File: config.mk
export PLATFORM = sky130hd
export DESIGN_NAME = d_sram_to_sram_like
export DESIGN_NICKNAME = d
export VERILOG_FILES = /design/src/rtl/d_sram_to_sram_like.sv
export SDC_FILE = /design/constraint.sdc
export NUM_CORES = 1
export LEC_CHECK = 0
export ABC_CLOCK_PERIOD_IN_PS = 4600
export CELL_PAD_IN_SITES_DETAIL_PLACEMENT = 0
export CELL_PAD_IN_SITES_GLOBAL_PLACEMENT = 2
export CORE_AREA = 2 2 79 81
export DETAILED_ROUTE_END_ITERATION = 12
export DIE_AREA = 0 0 81 83
export DONT_BUFFER_PORTS = 1
export PLACE_DENSITY_LB_ADDON = 0.2
export REMOVE_ABC_BUFFERS = 1
export SETUP_SLACK_MARGIN = 0.5
export SKIP_LAST_GASP = 1
export SLEW_MARGIN = 20
export SYNTH_ARGS = -nofsm -noshare
export SYNTH_HDL_FRONTEND = slang
export SYNTH_SLANG_ARGS = --single-unit
File: constraint.sdc
create_clock -name clk -period 4.6 [get_ports clk]
set_input_delay 0.46 -clock clk [delete_from_list [all_inputs] [get_ports clk]]
set_output_delay 0.46 -clock clk [all_outputs]
set_load 0.1 [all_outputs]
File: src/rtl/d_sram_to_sram_like.sv
// Data-side bridge: turns the core's single-cycle SRAM port into one sram-like
// req/addr_ok/data_ok transaction per M-stage access, stalling the core meanwhile.
module d_sram_to_sram_like #(
    parameter int ADDR_W = 32,
    parameter int DATA_W = 32
) (
    input  logic              clk,
    input  logic              rst,
    // CPU side
    input  logic              data_sram_en,
    input  logic [3:0]        data_sram_wen,
    input  logic [ADDR_W-1:0] data_sram_addr,
    input  logic [DATA_W-1:0] data_sram_wdata,
    output logic [DATA_W-1:0] data_sram_rdata,
    output logic              d_stall,
    input  logic              longest_stall,
    // sram-like bus side
    output logic              data_req,
    output logic              data_wr,
    output logic [1:0]        data_size,
    output logic [ADDR_W-1:0] data_addr,
    output logic [DATA_W-1:0] data_wdata,
    input  logic [DATA_W-1:0] data_rdata,
    input  logic              data_addr_ok,
    input  logic              data_data_ok
);

    typedef enum logic [1:0] {
        IDLE,
        WAIT,
        DONE
    } state_e;

    state_e              state_q, state_d;
    logic [DATA_W-1:0]   rdata_q, rdata_d;
    logic                data_ok_seen;

    assign data_wr         = |data_sram_wen;
    assign data_wdata      = data_sram_wdata;
    assign data_sram_rdata = rdata_q;
    // DONE drops the stall so the pipeline can advance while the result is held.
    assign d_stall         = data_sram_en & (state_q != DONE);

    // Reads always fetch the whole word; the core extracts bytes/halves itself.
    assign data_addr = data_wr ? data_sram_addr : {data_sram_addr[ADDR_W-1:2], 2'b00};

    always_comb begin
        data_size = 2'd2;
        if (data_wr) begin
            case (data_sram_wen)
                4'b0011, 4'b1100:                   data_size = 2'd1;
                4'b0001, 4'b0010, 4'b0100, 4'b1000: data_size = 2'd0;
                default:                            data_size = 2'd2;
            endcase
        end
    end

    // NOTE: every signal written here gets a default first, so no latches are inferred.
    always_comb begin
        state_d      = state_q;
        rdata_d      = rdata_q;
        data_req     = 1'b0;
        data_ok_seen = 1'b0;
        case (state_q)
            IDLE: begin
                data_req = data_sram_en;
                if (data_sram_en && data_addr_ok) begin
                    data_ok_seen = data_data_ok;
                    state_d      = data_data_ok ? DONE : WAIT;
                end
            end
            WAIT: begin
                // Completes even if en has dropped; the bus cannot cancel a transaction.
                if (data_data_ok) begin
                    data_ok_seen = 1'b1;
                    state_d      = DONE;
                end
            end
            DONE: begin
                if (!longest_stall) state_d = IDLE;
            end
            default: state_d = IDLE;
        endcase
        if (data_ok_seen && !data_wr) rdata_d = data_rdata;
    end

    // NOTE: sequential state uses non-blocking assignments so all flops update together.
    always_ff @(posedge clk or posedge rst) begin
        if (rst) begin
            state_q <= IDLE;
            rdata_q <= '0;
        end else begin
            state_q <= state_d;
            rdata_q <= rdata_d;
        end
    end

endmodule

### Word-level counts from Yosys, hierarchy flattened

Cells that the tools add are included.

| word-level totals | value |
|---|---|
| flip-flop bits (word level) | 34 |
| RAM bits | 0 |
| memories kept | 0 |
| logic and storage cells | 35 |
| latch bits | 0 |
| bits in read-only memories | 0 |

| operators by class | value |
|---|---|
| multiply operators | 0 |
| bitwise operators | 1 |
| divide/modulo/power cells | 0 |
| multiplexer cells | 12 |
| magnitude comparators | 0 |
| shift-type cells | 0 |
| reduce and logical (&&, ||, !) cells | 8 |
| add/sub/neg operators | 0 |
| equality and inequality tests | 12 |

Operators with widths:

| operator | number |
|---|---|
| two-way mux 2 bit | 6 |
| equality test 4 x 2 -> 1 bit, second input constant | 2 |
| equality test 4 bit, second input constant | 2 |
| inequality test 2 bit, second input constant | 4 |
| OR reduction 4 bit | 2 |
| one-hot mux 2 bit (3 select lines) | 1 |
| equality test 4 x 1 -> 1 bit, second input constant | 1 |
| equality test 4 x 3 -> 1 bit, second input constant | 1 |
| one-hot mux 2 bit (2 select lines) | 1 |
| two-way mux 1 bit | 3 |
| AND reduction 3 bit | 1 |
| equality test 2 x 1 -> 1 bit, second input constant | 1 |
| equality test 2 bit, second input constant | 1 |
| logical AND 1 bit | 2 |
| zero test 2 bit | 1 |
| one-hot mux 1 bit (2 select lines) | 1 |
| OR reduction 2 bit | 1 |
| AND 1 bit | 1 |
| zero test 1 bit | 1 |

### Depth between registers and ports, before layout

Gate-level depths: netlist of run 1.

| logic depth | value |
|---|---|
| depth in word-level cells | 4 |
| depth in mapped cells | 4 |
| mapped depth without buffers | 3 |

### Worst setup path before layout of run 1

Ideal clock, no wire load.

| timing | value |
|---|---|
| path kind | reg-to-output |
| start point | register state_q[1] |
| end point | output port data_req |
| path slack | 1.464 ns |
| arrival | 2.676 ns |
| stages on the path, launching flop included | 2 |
| data required time | 4.140 ns |
| cells stage by stage | dfrtp_1 -> nor3b_1 |

| between the ends | value |
|---|---|
| cells in the longest elaborated chain, start to end | 2 |

RTL lines:

| element | RTL line | RTL |
|---|---|---|
| start, declared | 34 | `state_e state_q, state_d;` |
| start signal, assigned | 93 | `state_q <= state_d;` |
| zero test 2 bit | 64 | `case (state_q)` |
| two-way mux 1 bit | 64 |  |
| end, declared | 18 | `output logic data_req,` |

Every way passes these cells.

### Worst setup path in the final report of run 1

| timing | value |
|---|---|
| start point | input port data_sram_wen[0] |
| end point | register rdata_q[10], in the netlist data_sram_rdata[10] |

| between the ends | value |
|---|---|
| cells in the longest elaborated chain, start to end | 3 |

RTL lines:

| element | RTL line | RTL |
|---|---|---|
| start, declared | 11 | `input logic [3:0] data_sram_wen,` |
| OR reduction 4 bit | 38 | `assign data_wr = \|data_sram_wen;` |
| zero test 1 bit | 84 | `if (data_ok_seen && !data_wr) rdata_d = data_rdata;` |
| logical AND 1 bit | 84 |  |
| end signal, assigned | 94 | `rdata_q <= rdata_d;` |
| end, declared | 35 | `logic [DATA_W-1:0] rdata_q, rdata_d;` |

Every way passes these cells.
A chain may end at the register's enable or synchronous reset.

==> impl_metrics.yaml, run 1 <==
timing:
  fin_worst_skew_ns: 0.00415
  finalSetupViolations: 0
  slew_viol_final: 0
  tns_ns: 0
  hold_viol: 0
  fin_ws_ns: 1.87
  min_period_over_period_pct: 59.4
  rsz0062_at_grt: "no"
  relSlewSlack_pct: 21.7
  worstMarginPinSlew_ns: 1.17
  fin_crit_ns: 2.73
  hold_ws_ns: 0.169
  max_freq_mhz: 366
cts:
  cts_buffers: 5
  clk_latency_ns: 0.27
  post_cts_buffers: 0
  cts_hold_buf: 0
  clkSlewWorstSetupHoldPaths_ns: 0.07
  h-tree-depth: 2
  cts.sinks: 34
  ctsResizeCount: 0
  clock-root-buffer: "clkbuf_8"
  cts_tree: "built"
  cts_max_path_buffers: 2
synthesis:
  synth_seq_cells: 34
  synth_cell_types: 17
  seq_area_frac_synth_pct: 46.3
  synthTopCellsByArea: "dfrtp_1 (46%), buf_4 (25%), mux2_2 (20%)"
  ys.warnings.count: 0
  synth_area_sq_um: 1840
  synth_cells: 148
  avgSynthCellArea_sq_um: 12.4
  synth_area_leader_cell: "dfrtp_1"
  synth_top_area_share_pct: 46.3
setup_path:
  worstSetupPathType: "input pin to flip-flop"
  crit_required_ns: 4.76
  cp-start-kind: "input pin"
  rrSetupSlack_ns: 2.28
  cp_slowest_cell: "nor4b_4"
  r2r-end: "data_sram_rdata[10]"
  cp.arrival_ns: 2.89
  endpoint: "data_sram_rdata[10]"
  worstRegToRegCells: 3
  crit_chain: "or4_4, nor4b_4, buf_4, mux2_2"
  critical-path-max-stage-delay_ns: 0.94
  startpoint: "data_sram_wen[0]"
  crit_fanout: 17
  critPathCaptureType: "flip-flop"
  r2r_start: "state_q[1]"
floorplan:
  initial_core_util_pct: 31.6
  std_cell_rows: 28
  die_w_um: 81
  dieArea_sq_um: 6720
  ios: 207
  die_h_um: 83
  fp.coreArea_sq_um: 5820
place:
  numPortBuffers: 0
  pre_cts_ws_ns: 1.52
  hpwl_um: 4740
  dp.cells: 162
  place_congestion: 0.598
final_layout:
  regArea_sq_um: 851
  multiInputGateArea_sq_um: 497
  layout_common_cells: "dfrtp_1 (34), mux2_2 (32), clkbuf_8 (6), nor2_1 (3), buf_4 (3)"
  final_nets: 200
  layout_commonest_cell: "dfrtp_1"
  final_cells: 170
  drive_gt1_share_pct: 53.7
  fillCellCount: 610
  area_growth_pct: -13.6
  antenna_cells: 0
global_routing:
  grt_pass1_wl_um: 7220
  antenna_found_initial: 0
  grt_overflow: 0
  grt_usage_pct: 16.5
  grt_pass1_vias: 1002
  grt_max_degree: 35
drt:
  first_pass_iters: 4
  post_drt_via_cell_ratio: 5.02
  wl_per_cell_um: 33.0
  drc: 0
  drt_iter0_drc: 27
  ant_nets: 0
  routed_wl_um: 5610
  vias: 854
power_and_ir_drop:
  p_per_area_nw_per_um2: 697
  leakagePower_nw: 0.732
  peakVddDrop_uv: 252
hold_path:
  hold_class: "input pin to async pin"
run_status:
  status: "complete, no violations"
run:
  maxCapViolations: 0
## kinds of logic after synthesis
family | count (synthesis) | share of synthesized area (%)
simple gates | 10 | 4.36
mux | 32 | 19.6
buf+inv | 67 | 27.6
xor+xnor | 1 | 0.477
compound gates | 4 | 1.70
flops | 34 | 46.3
## how the worst min path moves through the flow
stage,startpoint,to,slack (ns),depth (start not counted)
floorplan,data_data_ok,state_q[0],0.53,1
global placement,rst,data_sram_rdata[7],0.47,2
detailed placement,rst,data_sram_rdata[24],0.48,2
CTS,rst,data_sram_rdata[24],0.17,2
global route,rst,data_sram_rdata[24],0.21,2
finish,rst,data_sram_rdata[18],0.17,2
## metrics by stage
step	power (mW)	instance area [sq um]	util [%]
global placement	0.890	1500	25.7
global route	1.15	1590	27.3
floorplan	0.864	1340	-
CTS	1.12	1590	27.3
detailed placement	0.894	1500	25.7
finish	1.11	1590	27.3
## cells in the mapped netlist, drive strengths merged
master   n
nor2     3
a21boi   1
buf     65
a32o     1
nor4b    1
nor3b    1
xnor2    1
nor3     1
and2     2
a21oi    1
and3     1
dfrtp   34
a31o     1
inv      2
mux2    32
or4      1
## worst max-delay path, delay by kind of cell
family,cells,cell delay (ns)
AND/OR/NAND/NOR,2,1.66
buffers and inverters,1,0.40
multiplexers,1,0.36
## cell type report
cell class	instances	share of cell area, %
clock buffers	7	5.44
flip-flops and latches	34	53.6
repair buffers	4	2.99
clock inverters	1	0.315
inverters	2	0.473
well taps	75	5.91
multi-input cells	47	31.3
## flip-flops by register name, summed over array words and instances, names as in the netlist
signal / cells
data_sram_rdata: 32
state_q: 2
## where the power goes
| part | total (mW) | internal [mW] | switching (mW) |
|---|---|---|---|
| logic | 0.112 | 0.0520 | 0.0602 |
| clock network | 0.221 | 0.121 | 0.101 |
| registers | 0.774 | 0.344 | 0.430 |
## metal layers
metal,up-vias,wire length [um],global-route usage [%]
met3,10,1040,13.6
met5,-,0,0.833
li1,317,-,-
met1,393,1620,14.8
met2,134,2750,26.0
met4,0,195,7.70
Power figures use the tool's default switching activity.
==> inputs of run 2 (changes only) <==
Settings changed: ABC_CLOCK_PERIOD_IN_PS 4600 to 2300, CORE_AREA 2 2 79 81 to 2 2 61 120, DIE_AREA 0 0 81 83 to 0 0 63 122.
Clock period 4.6 ns to 2.3 ns, I/O delays scaled along.
==> run 2 against run 1 <==
  * Register-to-register slack worse by 1.5 ns
  * Final cell count is 11% higher
  * Clock power grew to 2.9 times the previous value
  * Clock skew is 0.0019 ns higher
  * Largest power group unchanged
  * Critical endpoint is now data_addr[1]
  * Critical path type is now input pin to output port
  * Count of clock-buffer cells in the layout stayed put
  * Via count is 1.6% higher
  * Total power is 120% higher
  * Critical path depth is 1 lower
  * Hold slack worse by 0.14 ns
==> impl_metrics.yaml, run 2 (synthesis results as in run 1) <==
run_status:
  status: "complete, no violations"
drt:
  routed_wl_um: 5480
  first_pass_iters: 2
  drc: 0
  wl_per_cell_um: 29.2
  drt_iter0_drc: 39
  vias: 868
  ant_nets: 0
  post_drt_via_cell_ratio: 4.62
setup_path:
  cp_top_family: "simple AND/OR/NAND/NOR gates"
  crit_required_ns: 2.07
  worstRegToRegCells: 3
  rrSetupSlack_ns: 0.74
  cp-start-kind: "input pin"
  crit_fanout: 3
  cp.arrival_ns: 1.44
  worstSetupPathType: "input pin to output port"
  critPathCaptureType: "output port"
  r2r-end: "data_sram_rdata[10]"
  critical-path-max-stage-delay_ns: 0.54
  crit_buf_inv: 1
  crit_chain: "or4_4, buf_4, and2_2"
  r2r_start: "state_q[1]"
  cp_slowest_cell: "or4_4"
global_routing:
  antenna_found_initial: 0
  grt_max_degree: 35
  grt_usage_pct: 14.1
  grt_pass1_wl_um: 7090
  grt_pass1_vias: 948
  grt_overflow: 0
timing:
  worstMarginPinSlew_ns: 0.917
  rsz0062_at_grt: "no"
  tns_ns: 0
  min_period_over_period_pct: 72.8
  slew_viol_final: 0
  hold_viol: 0
  fin_worst_skew_ns: 0.00609
  fin_crit_ns: 1.67
  max_freq_mhz: 597
  hold_ws_ns: 0.0311
  relSlewSlack_pct: 38.9
  finalSetupViolations: 0
power_and_ir_drop:
  power.internal_mw: 1.22
  pwr-share-clk_pct: 26.6
  comb_power_share_pct: 9.4
  p_per_area_nw_per_um2: 1420
  p_switching_mw: 1.19
  p_total_mw: 2.42
  leakagePower_nw: 0.774
  peakVddDrop_uv: 503
  swShare_pct: 49.4
  share_seq_of_total_power_pct: 64.0
final_layout:
  regArea_sq_um: 851
  final_nets: 203
  area_growth_pct: -7.49
  layout_common_cells: "dfrtp_1 (34), mux2_2 (32), clkbuf_16 (6), buf_4 (4), nor2_1 (3)"
  drive_gt1_share_pct: 54.1
  largest_reg_flops: 32
  fin_area_sq_um: 1700
  fillCellCount: 727
  layout_commonest_cell: "dfrtp_1"
  multiInputGateArea_sq_um: 497
  antenna_cells: 0
floorplan:
  die_h_um: 122
  ios: 207
  std_cell_rows: 43
  initial_core_util_pct: 26.9
  die_w_um: 63
  fp.coreArea_sq_um: 6830
  dieArea_sq_um: 7690
run:
  maxCapViolations: 0
hold_path:
  holdPathStages: 1
  whs_endpoint: "state_q[0]"
  hold_class: "input pin to flip-flop"
  hold_start: "data_data_ok"
place:
  numPortBuffers: 0
  dpl-instance-area_sq_um: 1540
  place_congestion: 0.579
  hpwl_um: 4250
cts:
  clock-root-buffer: "clkbuf_16"
  cts_tree: "built"
  h-tree-depth: 2
  cts_max_path_buffers: 2
  clkSlewWorstSetupHoldPaths_ns: 0.05
  ctsResizeCount: 0
  cts.sinks: 34
  clk_latency_ns: 0.27
  cts_buffers: 5
run 2: how the worst max path moves through the flow:
stage | start | endpoint | slack [ns] | cells past startpoint
after floorplan | state_q[1] | data_req | -0.61 | 1
after global placement | data_sram_wen[0] | data_sram_rdata[24] | 0.51 | 4
after global routing | data_sram_wen[0] | data_addr[1] | 0.61 | 3
final | data_sram_wen[0] | data_addr[1] | 0.63 | 3
after detailed placement | data_sram_wen[0] | data_sram_rdata[3] | 0.49 | 4
after CTS | data_sram_wen[0] | data_addr[0] | 0.62 | 3
run 2: final cells by class:
| cell class | instances | area share, % |
|---|---|---|
| clock buffer | 7 | 8.39 |
| inverter | 2 | 0.442 |
| clock inverter | 1 | 0.294 |
| multi-input combinational | 47 | 29.2 |
| timing repair buffer | 7 | 5.00 |
| sequential | 34 | 50.0 |
| tap | 90 | 6.62 |
run 2: routing by layer:
metal | up-vias | GRT usage (%) | routed length (um)
li1 | 330 | - | -
met1 | 360 | 10.6 | 1300
met2 | 119 | 13.4 | 1730
met3 | 59 | 13.1 | 1180
met4 | 0 | 27.9 | 1270
met5 | - | 0 | 0
run 2: power by group through the flow:
stage	logic, mW	registers, mW	clock network (mW)
2_1_floorplan	0.192	1.54	0
3_3_place_gp	0.225	1.56	0
3_5_place_dp	0.231	1.56	0
4_1_cts	0.232	1.55	0.678
5_1_grt	0.244	1.56	0.707
6_report	0.228	1.55	0.642
run 2: what timing repair did:
action	4_1_cts	5_1_grt
setup endpoints to repair	0	0
hold buffers	1	0
setup buffers	0	0
endpoints found under the hold margin	34	0
run 2: through the flow:
stage	std cells	setup WS [ns]	util, %
global placement	179	0.507	22.6
finish	188	0.625	24.9
floorplan	83	-0.606	-
CTS	188	0.621	24.9
global route	188	0.606	24.9
detailed placement	179	0.487	22.6
run 2: worst reg2reg max path, cell delays in order (launching register included):
cell and delay, ns:
dfrtp_1 0.47, nor4b_4 0.36, buf_12 0.24, mux2_2 0.36
==> inputs of run 3 (changes only) <==
Settings changed: ABC_CLOCK_PERIOD_IN_PS 2300 to 1700, CORE_AREA 2 2 61 120 to 2 2 81 83, DIE_AREA 0 0 63 122 to 0 0 83 85.
Clock period 2.3 ns to 1.7 ns, I/O delays scaled along.
==> run 3 against run 2 <==
  * Sequential power decreased by 34%
  * Global-route usage is 1.4 points higher
  * Die area decreased by 8.2%
  * Final cell count increased by 14%
  * Register-to-register slack lost 0.52 ns
  * Sequential share of layout area down 8.0 points
  * Largest cell class unchanged
  * Hold slack lost 0.0047 ns
  * Highest routed layer unchanged
  * Cell area is 19% higher
  * Combinational power rose to 7.2 times the previous value
  * Non-clock buffer count increased by 41
  * First-iteration DRC count shrank 2.6%
  * Core utilization is 7.7 points higher
==> impl_metrics.yaml, run 3 (synthesis results as in run 1) <==
run_status:
  status: "complete, no violations"
timing:
  rsz0062_at_grt: "yes"
  hold_ws_ns: 0.0264
  hold_viol: 0
  min_period_over_period_pct: 88.0
  max_freq_mhz: 668
  fin_crit_ns: 1.50
  slew_viol_final: 0
  relSlewSlack_pct: 71.0
  worstMarginPinSlew_ns: 0.435
  fin_worst_skew_ns: 0.00407
  finalSetupViolations: 0
drt:
  vias: 1006
  ant_nets: 0
  drt_iter0_drc: 38
  wl_per_cell_um: 26.3
  post_drt_via_cell_ratio: 4.68
  drc: 0
  routed_wl_um: 5650
  first_pass_iters: 4
power_and_ir_drop:
  leakagePower_nw: 0.992
  p_per_area_nw_per_um2: 1700
  swShare_pct: 48.3
  share_seq_of_total_power_pct: 30.1
  pwr-share-clk_pct: 22.0
  comb_power_share_pct: 47.8
  peakVddDrop_uv: 902
  p_switching_mw: 1.66
  power.internal_mw: 1.77
final_layout:
  fillCellCount: 616
  fin_area_sq_um: 2020
  layout_commonest_cell: "buf_4"
  area_growth_pct: 10.1
  antenna_cells: 0
  layout_common_cells: "buf_4 (37), dfrtp_1 (34), mux2_2 (32), clkbuf_8 (6), buf_6 (4)"
  final_nets: 244
  final_cells: 215
  largest_reg_flops: 32
  drive_gt1_share_pct: 68.1
place:
  dp.cells: 200
  numPortBuffers: 0
  hpwl_um: 4640
  dpl-instance-area_sq_um: 1770
  place_congestion: 0.733
floorplan:
  ios: 207
  std_cell_rows: 29
  die_h_um: 85
  die_w_um: 83
  dieArea_sq_um: 7060
  initial_core_util_pct: 29.6
  fp.coreArea_sq_um: 6200
hold_path:
  hold_class: "input pin to flip-flop"
global_routing:
  grt_pass1_vias: 1128
  grt_pass1_wl_um: 7570
  antenna_found_initial: 0
  grt_overflow: 0
  grt_max_degree: 35
  grt_usage_pct: 15.4
cts:
  cts_tree: "built"
  clkSlewWorstSetupHoldPaths_ns: 0.07
  h-tree-depth: 2
  cts_max_path_buffers: 2
  cts_buffers: 5
  clk_latency_ns: 0.28
  cts.sinks: 34
  clock-root-buffer: "clkbuf_8"
setup_path:
  cp_slowest_cell: "or4_4"
  crit_required_ns: 1.87
  crit_fanout: 15
  critical-path-max-stage-delay_ns: 0.54
  critPathCaptureType: "flip-flop"
  cp.arrival_ns: 1.66
  cp_top_family: "simple AND/OR/NAND/NOR gates"
  worstSetupPathType: "input pin to flip-flop"
  crit_buf_inv: 2
  crit_chain: "or4_4, nor4b_4, buf_6, buf_12, mux2_2"
  cp-start-kind: "input pin"
run:
  maxCapViolations: 0
## run 3: changes by cell type in the layout (fill, tap and decap cells not counted), sizes merged
cell and delta:
buf +40, bufinv +1, clkbuf -1, clkinv -1, dlygate4sd3 +1
## run 3: metal layers
metal  share of wire, %  GRT usage [%]  vias up
li1                   -              -      404
met1                 29           13.3      461
met2                 49           24.8      112
met3                 16           12.3       29
met4                6.2           9.84        0
met5                  0              0        -
## run 3: repair_timing
item                                    in CTS  in global routing
endpoints found under the setup margin      36                 38
pin swaps                                    4                  2
cloned                                       1                  0
hold buffers                                 2                  0
endpoints found under the hold margin       35                  0
gates resized for setup                     19                  1
buffers inserted                             4                  1
## run 3: cell type report
| class | count | area, sq um | share of cell area (%) |
|---|---|---|---|
| clock buffer | 6 | 82.6 | 4.08 |
| sequential | 34 | 851 | 42.1 |
| tap | 77 | 96.3 | 4.76 |
| clock inverter | 1 | 30.0 | 1.48 |
| multi-input combinational | 47 | 518 | 25.6 |
| timing repair buffer | 48 | 438 | 21.6 |
| inverter | 2 | 7.51 | 0.371 |
## run 3: metrics by stage
step	total power, mW	setup WS [ns]	utilization [%]	TNS [ns]
floorplan	2.34	-1.15	-	-31.53
global placement	2.65	-0.0460	28.5	-1.10
detailed placement	2.66	-0.0864	28.5	-2.07
CTS	3.46	0.221	32.3	0
global route	3.56	0.147	32.6	0
finish	3.43	0.204	32.6	0
## run 3: worst paths after layout
check / startpoint / end / slack, ns / depth (start not counted)
max reg2reg: state_q[0] / data_sram_rdata[24] / 0.22 / 5
min in group asynchronous: rst / data_sram_rdata[7] / 0.42 / 3
max in group asynchronous: rst / data_sram_rdata[21] / 0.97 / 3
min: data_data_ok / state_q[1] / 0.03 / 1
min reg2reg: data_sram_rdata[5] / data_sram_rdata[5] / 0.51 / 1
max: data_sram_wen[0] / data_sram_rdata[24] / 0.20 / 5
## run 3: power groups by stage
stage          clock network [mW]  registers (mW)  logic [mW]
6_report                    0.756            1.03        1.64
5_1_grt                     0.831            1.06        1.68
4_1_cts                     0.780            1.04        1.64
3_5_place_dp                    0            1.05        1.62
3_3_place_gp                    0            1.04        1.61
2_1_floorplan                   0            2.08       0.259
## run 3: worst register-to-register path: stages, from the launching register on
cell and delay [ns]:
dfrtp_1 0.40, a21oi_2 0.08, nor4b_4 0.23, buf_6 0.17, buf_12 0.15, mux2_2 0.34
